`config.mk`:
```
export PLATFORM = sky130hd
export DESIGN_NAME = ysyx_22050854_booth_mul_seq
export DESIGN_NICKNAME = d
export VERILOG_FILES = /design/src/rtl/ysyx_22050854_mul_pkg.sv /design/src/rtl/ysyx_22050854_booth_r4_pp.sv /design/src/rtl/ysyx_22050854_booth_mul_seq.sv
export SDC_FILE = /design/constraint.sdc
export NUM_CORES = 1
export LEC_CHECK = 0
export ABC_CLOCK_PERIOD_IN_PS = 5900
export CAP_MARGIN = 20
export CORE_UTILIZATION = 60
export CTS_CLUSTER_DIAMETER = 200
export CTS_CLUSTER_SIZE = 20
export DETAILED_ROUTE_END_ITERATION = 10
export DONT_BUFFER_PORTS = 1
export PLACE_DENSITY_LB_ADDON = 0.2
export SETUP_SLACK_MARGIN = 0.05
export SLEW_MARGIN = 20
export SYNTH_ARGS = -nofsm -noshare
export SYNTH_HDL_FRONTEND = slang
export SYNTH_SLANG_ARGS = --single-unit
```
`constraint.sdc`:
```
create_clock -name clk -period 5.9 [get_ports clk]
set_input_delay 0.885 -clock clk [delete_from_list [all_inputs] [get_ports clk]]
set_output_delay 0.885 -clock clk [all_outputs]
set_load 0.01 [all_outputs]
```
`src/rtl/ysyx_22050854_mul_pkg.sv`:
```
// Shared types for the radix-4 Booth multiplier: FSM states, operand-sign
// encodings, Booth digit decode and the per-mode iteration count.
package ysyx_22050854_mul_pkg;

  typedef enum logic [1:0] {
    ST_IDLE = 2'd0,
    ST_BUSY = 2'd1,
    ST_DONE = 2'd2
  } mul_state_e;

  // mul_signed[1] = multiplicand signed, mul_signed[0] = multiplier signed
  typedef enum logic [1:0] {
    MS_UU = 2'b00,
    MS_US = 2'b01,
    MS_SU = 2'b10,
    MS_SS = 2'b11
  } mul_sgn_e;

  typedef enum logic [2:0] {
    DIG_ZERO,
    DIG_P1,
    DIG_P2,
    DIG_M1,
    DIG_M2
  } booth_dig_e;

  // Radix-4 Booth recoding of {y[i+1], y[i], y[i-1]}.
  function automatic booth_dig_e booth_decode(input logic [2:0] bits);
    case (bits)
      3'b001, 3'b010: return DIG_P1;
      3'b011:         return DIG_P2;
      3'b100:         return DIG_M2;
      3'b101, 3'b110: return DIG_M1;
      default:        return DIG_ZERO;
    endcase
  endfunction

  function automatic int iter_count(input int xlen, input logic mulw);
    return mulw ? (xlen / 4 + 1) : (xlen / 2 + 1);
  endfunction

endpackage

```
`src/rtl/ysyx_22050854_booth_r4_pp.sv`:
```
// Radix-4 Booth partial-product selector. Negative digits return the inverted
// magnitude; the +1 of the two's complement is handed back as o_neg.
module ysyx_22050854_booth_r4_pp
  import ysyx_22050854_mul_pkg::*;
#(
  parameter int W = 132
) (
  input  logic [2:0]   i_digit,
  input  logic [W-1:0] i_x,
  output logic [W-1:0] o_pp,
  output logic         o_neg
);

  booth_dig_e w_dig;

  always_comb begin
    // NOTE: every output gets a default first so no path leaves it unassigned (no latch).
    o_pp  = '0;
    o_neg = 1'b0;
    w_dig = booth_decode(i_digit);
    case (w_dig)
      DIG_P1: o_pp = i_x;
      DIG_P2: o_pp = i_x << 1;
      DIG_M1: begin
        o_pp  = ~i_x;
        o_neg = 1'b1;
      end
      DIG_M2: begin
        o_pp  = ~(i_x << 1);
        o_neg = 1'b1;
      end
      default: ;
    endcase
  end

endmodule

```
`src/rtl/ysyx_22050854_booth_mul_seq.sv`:
```
// Iterative radix-4 Booth multiplier (full 2*XLEN product or signed W-mode).
// Optional feature: define MUL_EARLY_TERM_EN to stop once remaining digits are all zero.
module ysyx_22050854_booth_mul_seq
  import ysyx_22050854_mul_pkg::*;
#(
  parameter int XLEN  = 64,
  parameter int CNT_W = 7
) (
  input  logic            clk,
  input  logic            rst_n,
  input  logic            flush,
  input  logic            in_valid,
  output logic            in_ready,
  input  logic            mulw,
  input  logic [1:0]      mul_signed,
  input  logic [XLEN-1:0] multiplicand,
  input  logic [XLEN-1:0] multiplier,
  output logic            out_valid,
  input  logic            out_ready,
  output logic [XLEN-1:0] result_hi,
  output logic [XLEN-1:0] result_lo,
  output logic            busy
);

  localparam int AW = 2 * XLEN + 4;
  localparam int YW = XLEN + 3;
  localparam int HW = XLEN / 2;
  localparam logic [CNT_W-1:0] N_FULL = CNT_W'(iter_count(XLEN, 1'b0));
  localparam logic [CNT_W-1:0] N_HALF = CNT_W'(iter_count(XLEN, 1'b1));

  mul_state_e       r_state;
  logic [AW-1:0]    r_x;
  logic [AW-1:0]    r_acc;
  logic [YW-1:0]    r_y;
  logic [CNT_W-1:0] r_cnt;
  logic             r_mulw;
  logic [XLEN-1:0]  r_hi;
  logic [XLEN-1:0]  r_lo;

  logic [XLEN-1:0]  w_x_src;
  logic [XLEN-1:0]  w_y_src;
  logic             w_x_sgn;
  logic             w_y_sgn;
  logic [AW-1:0]    w_pp;
  logic             w_neg;
  logic [CNT_W-1:0] w_n;
  logic             w_last;

  always_comb begin
    if (mulw) begin
      w_x_src = {{HW{multiplicand[HW-1]}}, multiplicand[HW-1:0]};
      w_y_src = {{HW{multiplier[HW-1]}}, multiplier[HW-1:0]};
      w_x_sgn = multiplicand[HW-1];
      w_y_sgn = multiplier[HW-1];
    end else begin
      w_x_src = multiplicand;
      w_y_src = multiplier;
      w_x_sgn = ((mul_signed == MS_SS) || (mul_signed == MS_SU)) && multiplicand[XLEN-1];
      w_y_sgn = ((mul_signed == MS_SS) || (mul_signed == MS_US)) && multiplier[XLEN-1];
    end
  end

  assign w_n = r_mulw ? N_HALF : N_FULL;

`ifdef MUL_EARLY_TERM_EN
  // Gated on r_cnt so at least one iteration runs (minimum latency of two edges).
  assign w_last = (r_cnt == w_n) || ((r_cnt != '0) && ((&r_y) || (~|r_y)));
`else
  assign w_last = (r_cnt == w_n);
`endif

  ysyx_22050854_booth_r4_pp #(
    .W(AW)
  ) u_pp (
    .i_digit(r_y[2:0]),
    .i_x    (r_x),
    .o_pp   (w_pp),
    .o_neg  (w_neg)
  );

  // NOTE: state and datapath registers use non-blocking assignments so every
  // read in this block sees the pre-edge value.
  always_ff @(posedge clk or negedge rst_n) begin
    if (!rst_n) begin
      r_state <= ST_IDLE;
      r_x     <= '0;
      r_acc   <= '0;
      r_y     <= '0;
      r_cnt   <= '0;
      r_mulw  <= 1'b0;
      r_hi    <= '0;
      r_lo    <= '0;
    end else if (flush) begin
      r_state <= ST_IDLE;
    end else begin
      case (r_state)
        ST_IDLE: begin
          if (in_valid) begin
            r_x     <= {{(AW - XLEN){w_x_sgn}}, w_x_src};
            r_y     <= {{2{w_y_sgn}}, w_y_src, 1'b0};
            r_acc   <= '0;
            r_cnt   <= '0;
            r_mulw  <= mulw;
            r_state <= ST_BUSY;
          end
        end
        ST_BUSY: begin
          if (w_last) begin
            if (r_mulw) begin
              r_hi <= {{HW{r_acc[XLEN-1]}}, r_acc[XLEN-1:HW]};
              r_lo <= {{HW{r_acc[HW-1]}}, r_acc[HW-1:0]};
            end else begin
              r_hi <= r_acc[2*XLEN-1:XLEN];
              r_lo <= r_acc[XLEN-1:0];
            end
            r_state <= ST_DONE;
          end else begin
            r_acc <= r_acc + w_pp + AW'(w_neg);
            r_x   <= r_x << 2;
            r_y   <= {{2{r_y[YW-1]}}, r_y[YW-1:2]};
            if (r_cnt != '1) r_cnt <= r_cnt + 1'b1;
          end
        end
        ST_DONE: begin
          if (out_ready) r_state <= ST_IDLE;
        end
        default: r_state <= ST_IDLE;
      endcase
    end
  end

  assign in_ready  = (r_state == ST_IDLE);
  assign busy      = (r_state != ST_IDLE);
  assign out_valid = (r_state == ST_DONE);
  assign result_hi = r_hi;
  assign result_lo = r_lo;

endmodule

```
==> flow_summary.toml <==
[run_status]
status = "complete, but fails checks"
violations = "hold timing, slew limit"

[clock_network]
clkLatencyLatePin_ns = 0.63
clockBufferDepth = 3
h-tree-depth = 1
cts_root_buf = "clkbuf_16"
cts_tree = "yes"
cts_setup_buffers = 0
cts.sinks = 461
cts_buffers = 27
clk_pin_slew_ns = 0.10

[die]
coreArea_um2 = 49150
die_w_um = 225.6
num_rows = 81
fp.dieH_um = 225.6
num_io_pins = 267
dieArea_um2 = 50890
start_util_pct = 61.02

[synthesis]
yosys.area.top_type = "dfrtp_1"
ys_ff_latch = 461
ys_types = 84
seq_area_frac_synth_pct = 38.46
synth.avg_cell_area_um2 = 8.415
postSynthNetCount = 3830
synthCells = 3564
synth_top_area_share_pct = 38.46
yosysWarningCount = 0
synth_edf_count = 0
synthTopCellsByArea = "dfrtp_1, o21ai_0, nand2_1"
synth_area_um2 = 29990
async_reset_ff_share_pct = 100.0
synthFlopType = "dfrtp_1"

[worst_setup_path]
critical_path_required_ns = 6.43
cpMostUsedCell = "buf_4"
worstPathArrival_ns = 6.05
critPathBufInv = 2
cp_max_fo = 57
worstPathCellList = "nor2_1, nand2_4, buf_4, o21ai_0, ha_1, nand4_1, nor3_1, and3_1, a21oi_1, buf_4, or3_1, a21oi_2, a21boi_1, o311a_1, a221o_1"
slowest_stage = "dfrtp_1"
max_stage_delay_ns = 0.59
critical_path_class = "flip-flop to flip-flop"
crit_path_end_kind = "flip-flop"
critPathLaunchType = "flip-flop"
crit_family = "simple AND/OR/NAND/NOR gates"

[global_routing]
grt_pass1_wl_um = 147500
grt_pass1_vias = 25593
antenna_found_initial = 2
grt_util_all_layers_pct = 36.82
grt_max_degree = 462
overflow = 0

[drt]
first_pass_iters = 7
drt_wl_total_um = 94460
post_drt_wl_per_cell_um = 23.45
drc = 0
initialDrtViolationCount = 3081
viasPerCell = 6.734
vias = 27130
detail-route-antenna-nets = 0

[final_layout]
final_layout_size_suffix_gt1_share_pct = 4.400
nFillCells = 4271
seq_area_um2 = 11540
final_cell_area_um2 = 30980
multi_input_area_um2 = 17190
area_delta_synth_final_pct = 3.283
nets = 3628

[sta]
skew_ns = 0.03149
hold_viol = 100
setup_tns_ns = 0
hold_slack_ns = -0.04119
setup_viol = 0
min_period_over_period_pct = 93.66
period_needed_ns = 5.526
max_slew.worst_pin.slew_ns = 1.771
drv_slew = 173
slew_headroom_pct = -18.08
fmax_mhz = 181.0
rsz0062_at_grt = "no"

[worst_hold_path]
hp-class = "input pin to async pin"

[flow_run]
cap_viol_max_count = 0

[power]
power_density_nw_per_um2 = 501.3
peakVddDrop_v = 0.0003478
total_leakage_power_uw = 0.01373
finalPower_uw = 15530

[placed_design]
gp_congestion = 1.035
place_area_um2 = 30210
dp.final_hpwl_um = 68590
port_buffers = 0
## cells in the mapped netlist (4+ instances only)
cell / n
and2_1: 11
ha_1: 128
clkbuf_1: 245
or2_2: 7
mux2i_1: 33
a22o_1: 16
nor2b_1: 18
nand2b_1: 14
mux2_2: 32
o21bai_1: 46
a21oi_1: 378
nand3_1: 36
inv_1: 79
a221oi_1: 12
or3_1: 15
a221o_1: 88
xor2_1: 177
a22oi_1: 129
nand2_1: 511
a211oi_1: 8
nand4_1: 62
nor4_1: 9
a21boi_1: 5
buf_1: 24
o211ai_1: 9
o21ai_1: 37
xnor2_1: 70
a222oi_1: 31
buf_2: 7
o21a_1: 21
o31ai_1: 10
and3_1: 8
a21o_1: 46
a21boi_0: 9
nor2_1: 184
o21ai_0: 439
dfrtp_1: 461
nand3b_1: 4
a31oi_1: 46
inv_2: 4
nor3_1: 31
## cells in the final DEF, fill, tap and decap left out, types with 27 or more instances in the layout
master | netlist | routed
a21o_1 | 46 | 46
a21oi_1 | 378 | 378
a221o_1 | 88 | 88
a222oi_1 | 31 | 31
a22oi_1 | 129 | 129
a31oi_1 | 46 | 46
buf_4 | 0 | 40
clkbuf_16 | 0 | 27
dfrtp_1 | 461 | 459
ha_1 | 128 | 128
inv_1 | 79 | 78
mux2_2 | 32 | 32
mux2i_1 | 33 | 33
nand2_1 | 511 | 508
nand3_1 | 36 | 36
nand4_1 | 62 | 62
nor2_1 | 184 | 183
nor3_1 | 31 | 30
o21ai_0 | 439 | 439
o21ai_1 | 37 | 37
o21bai_1 | 46 | 46
xnor2_1 | 70 | 70
xor2_1 | 177 | 176
## where the power goes
part | switching (uW) | total [uW] | internal, uW
clock network | 1110 | 1950 | 834
registers | 994 | 4780 | 3790
logic | 5500 | 8800 | 3300
total | 7610 | 15500 | 7920
## final timing paths
kind	end	start	depth (start not counted)	slack (ns)
max in group asynchronous	result_hi[28]$_DFFE_PN0P_	rst_n	0	4.52
setup reg to reg	r_acc[126]$_DFFE_PN0P_	r_y[0]$_DFFE_PN0P_	15	0.37
setup / recovery	r_acc[126]$_DFFE_PN0P_	r_y[0]$_DFFE_PN0P_	15	0.37
hold / removal	result_lo[34]$_DFFE_PN0P_	rst_n	0	-0.04
hold reg to reg	r_y[40]$_DFFE_PN0P_	r_y[40]$_DFFE_PN0P_	2	0.48
min in group clk	r_state[1]$_DFFE_PN0P_	flush	1	0.32
## sequential cells by signal, summed over array words and instances (netlist names)
signal	cells
r_y	67
r_mulw	1
r_cnt	7
r_x	128
result_hi	64
r_state	2
r_acc	128
result_lo	64
## worst register-to-register path, delay by kind of cell, from the launching register on
| kind | cells | cell delay [ns] |
|---|---|---|
| fa+ha+maj | 1 | 0.47 |
| flops | 1 | 0.59 |
| simple gates | 6 | 1.98 |
| compound gates | 6 | 1.63 |
| buf+inv | 2 | 0.73 |
## through the flow
stage               hold WS (ns)  std cells  setup WS (ns)  utilization (%)
floorplan                 0.4493       3564          1.393                -
global placement          0.4632       3995         0.5482            61.46
detailed placement        0.4705       3995         0.4622            61.46
CTS                     -0.06752       4026         0.4350            62.93
global route            -0.05831       4028        0.05975            63.02
finish                  -0.04119       4029         0.3738            63.02
## per-layer routing
| layer | part of all wire (%) | track usage [%] | vias up | routed length [um] |
|---|---|---|---|---|
| li1 | - | - | 12505 | - |
| met1 | 43 | 52.47 | 13279 | 40740 |
| met2 | 45 | 56.94 | 1181 | 42220 |
| met3 | 8.4 | 5.673 | 165 | 7898 |
| met4 | 3.8 | 12.79 | 0 | 3600 |
| met5 | 0 | 0 | - | 0 |
## area by class of cell
class / instances / area share [%]
inverters: 84 / 1.018
well taps: 664 / 2.682
diodes: 1 / 0.008078
clock buffers: 29 / 2.205
multi-input cells: 2744 / 55.49
clock inverters: 2 / 0.1293
flip-flops and latches: 461 / 37.26
repair buffers: 44 / 1.212
## logic make-up (layout without fill, tap and decap cells)
kind of cell	Yosys count	count (layout)	share of synthesized area, %
AO/OA/AOI/OAI	1379	1379	28.76
XOR/XNOR	247	248	7.213
adder cells (fa/ha/maj)	130	130	5.473
buffers and inverters	360	159	4.535
flip-flops	461	461	38.46
multiplexers	65	65	2.303
other	0	1	0
AND/OR/NAND/NOR	922	922	13.26
## repair_timing
| item | in CTS | in global routing |
|---|---|---|
| endpoints found under the hold margin | 461 | 276 |
| setup endpoints to repair | 0 | 2 |
| gates resized for setup | 0 | 0 |
Power figures use the tool's default switching activity.
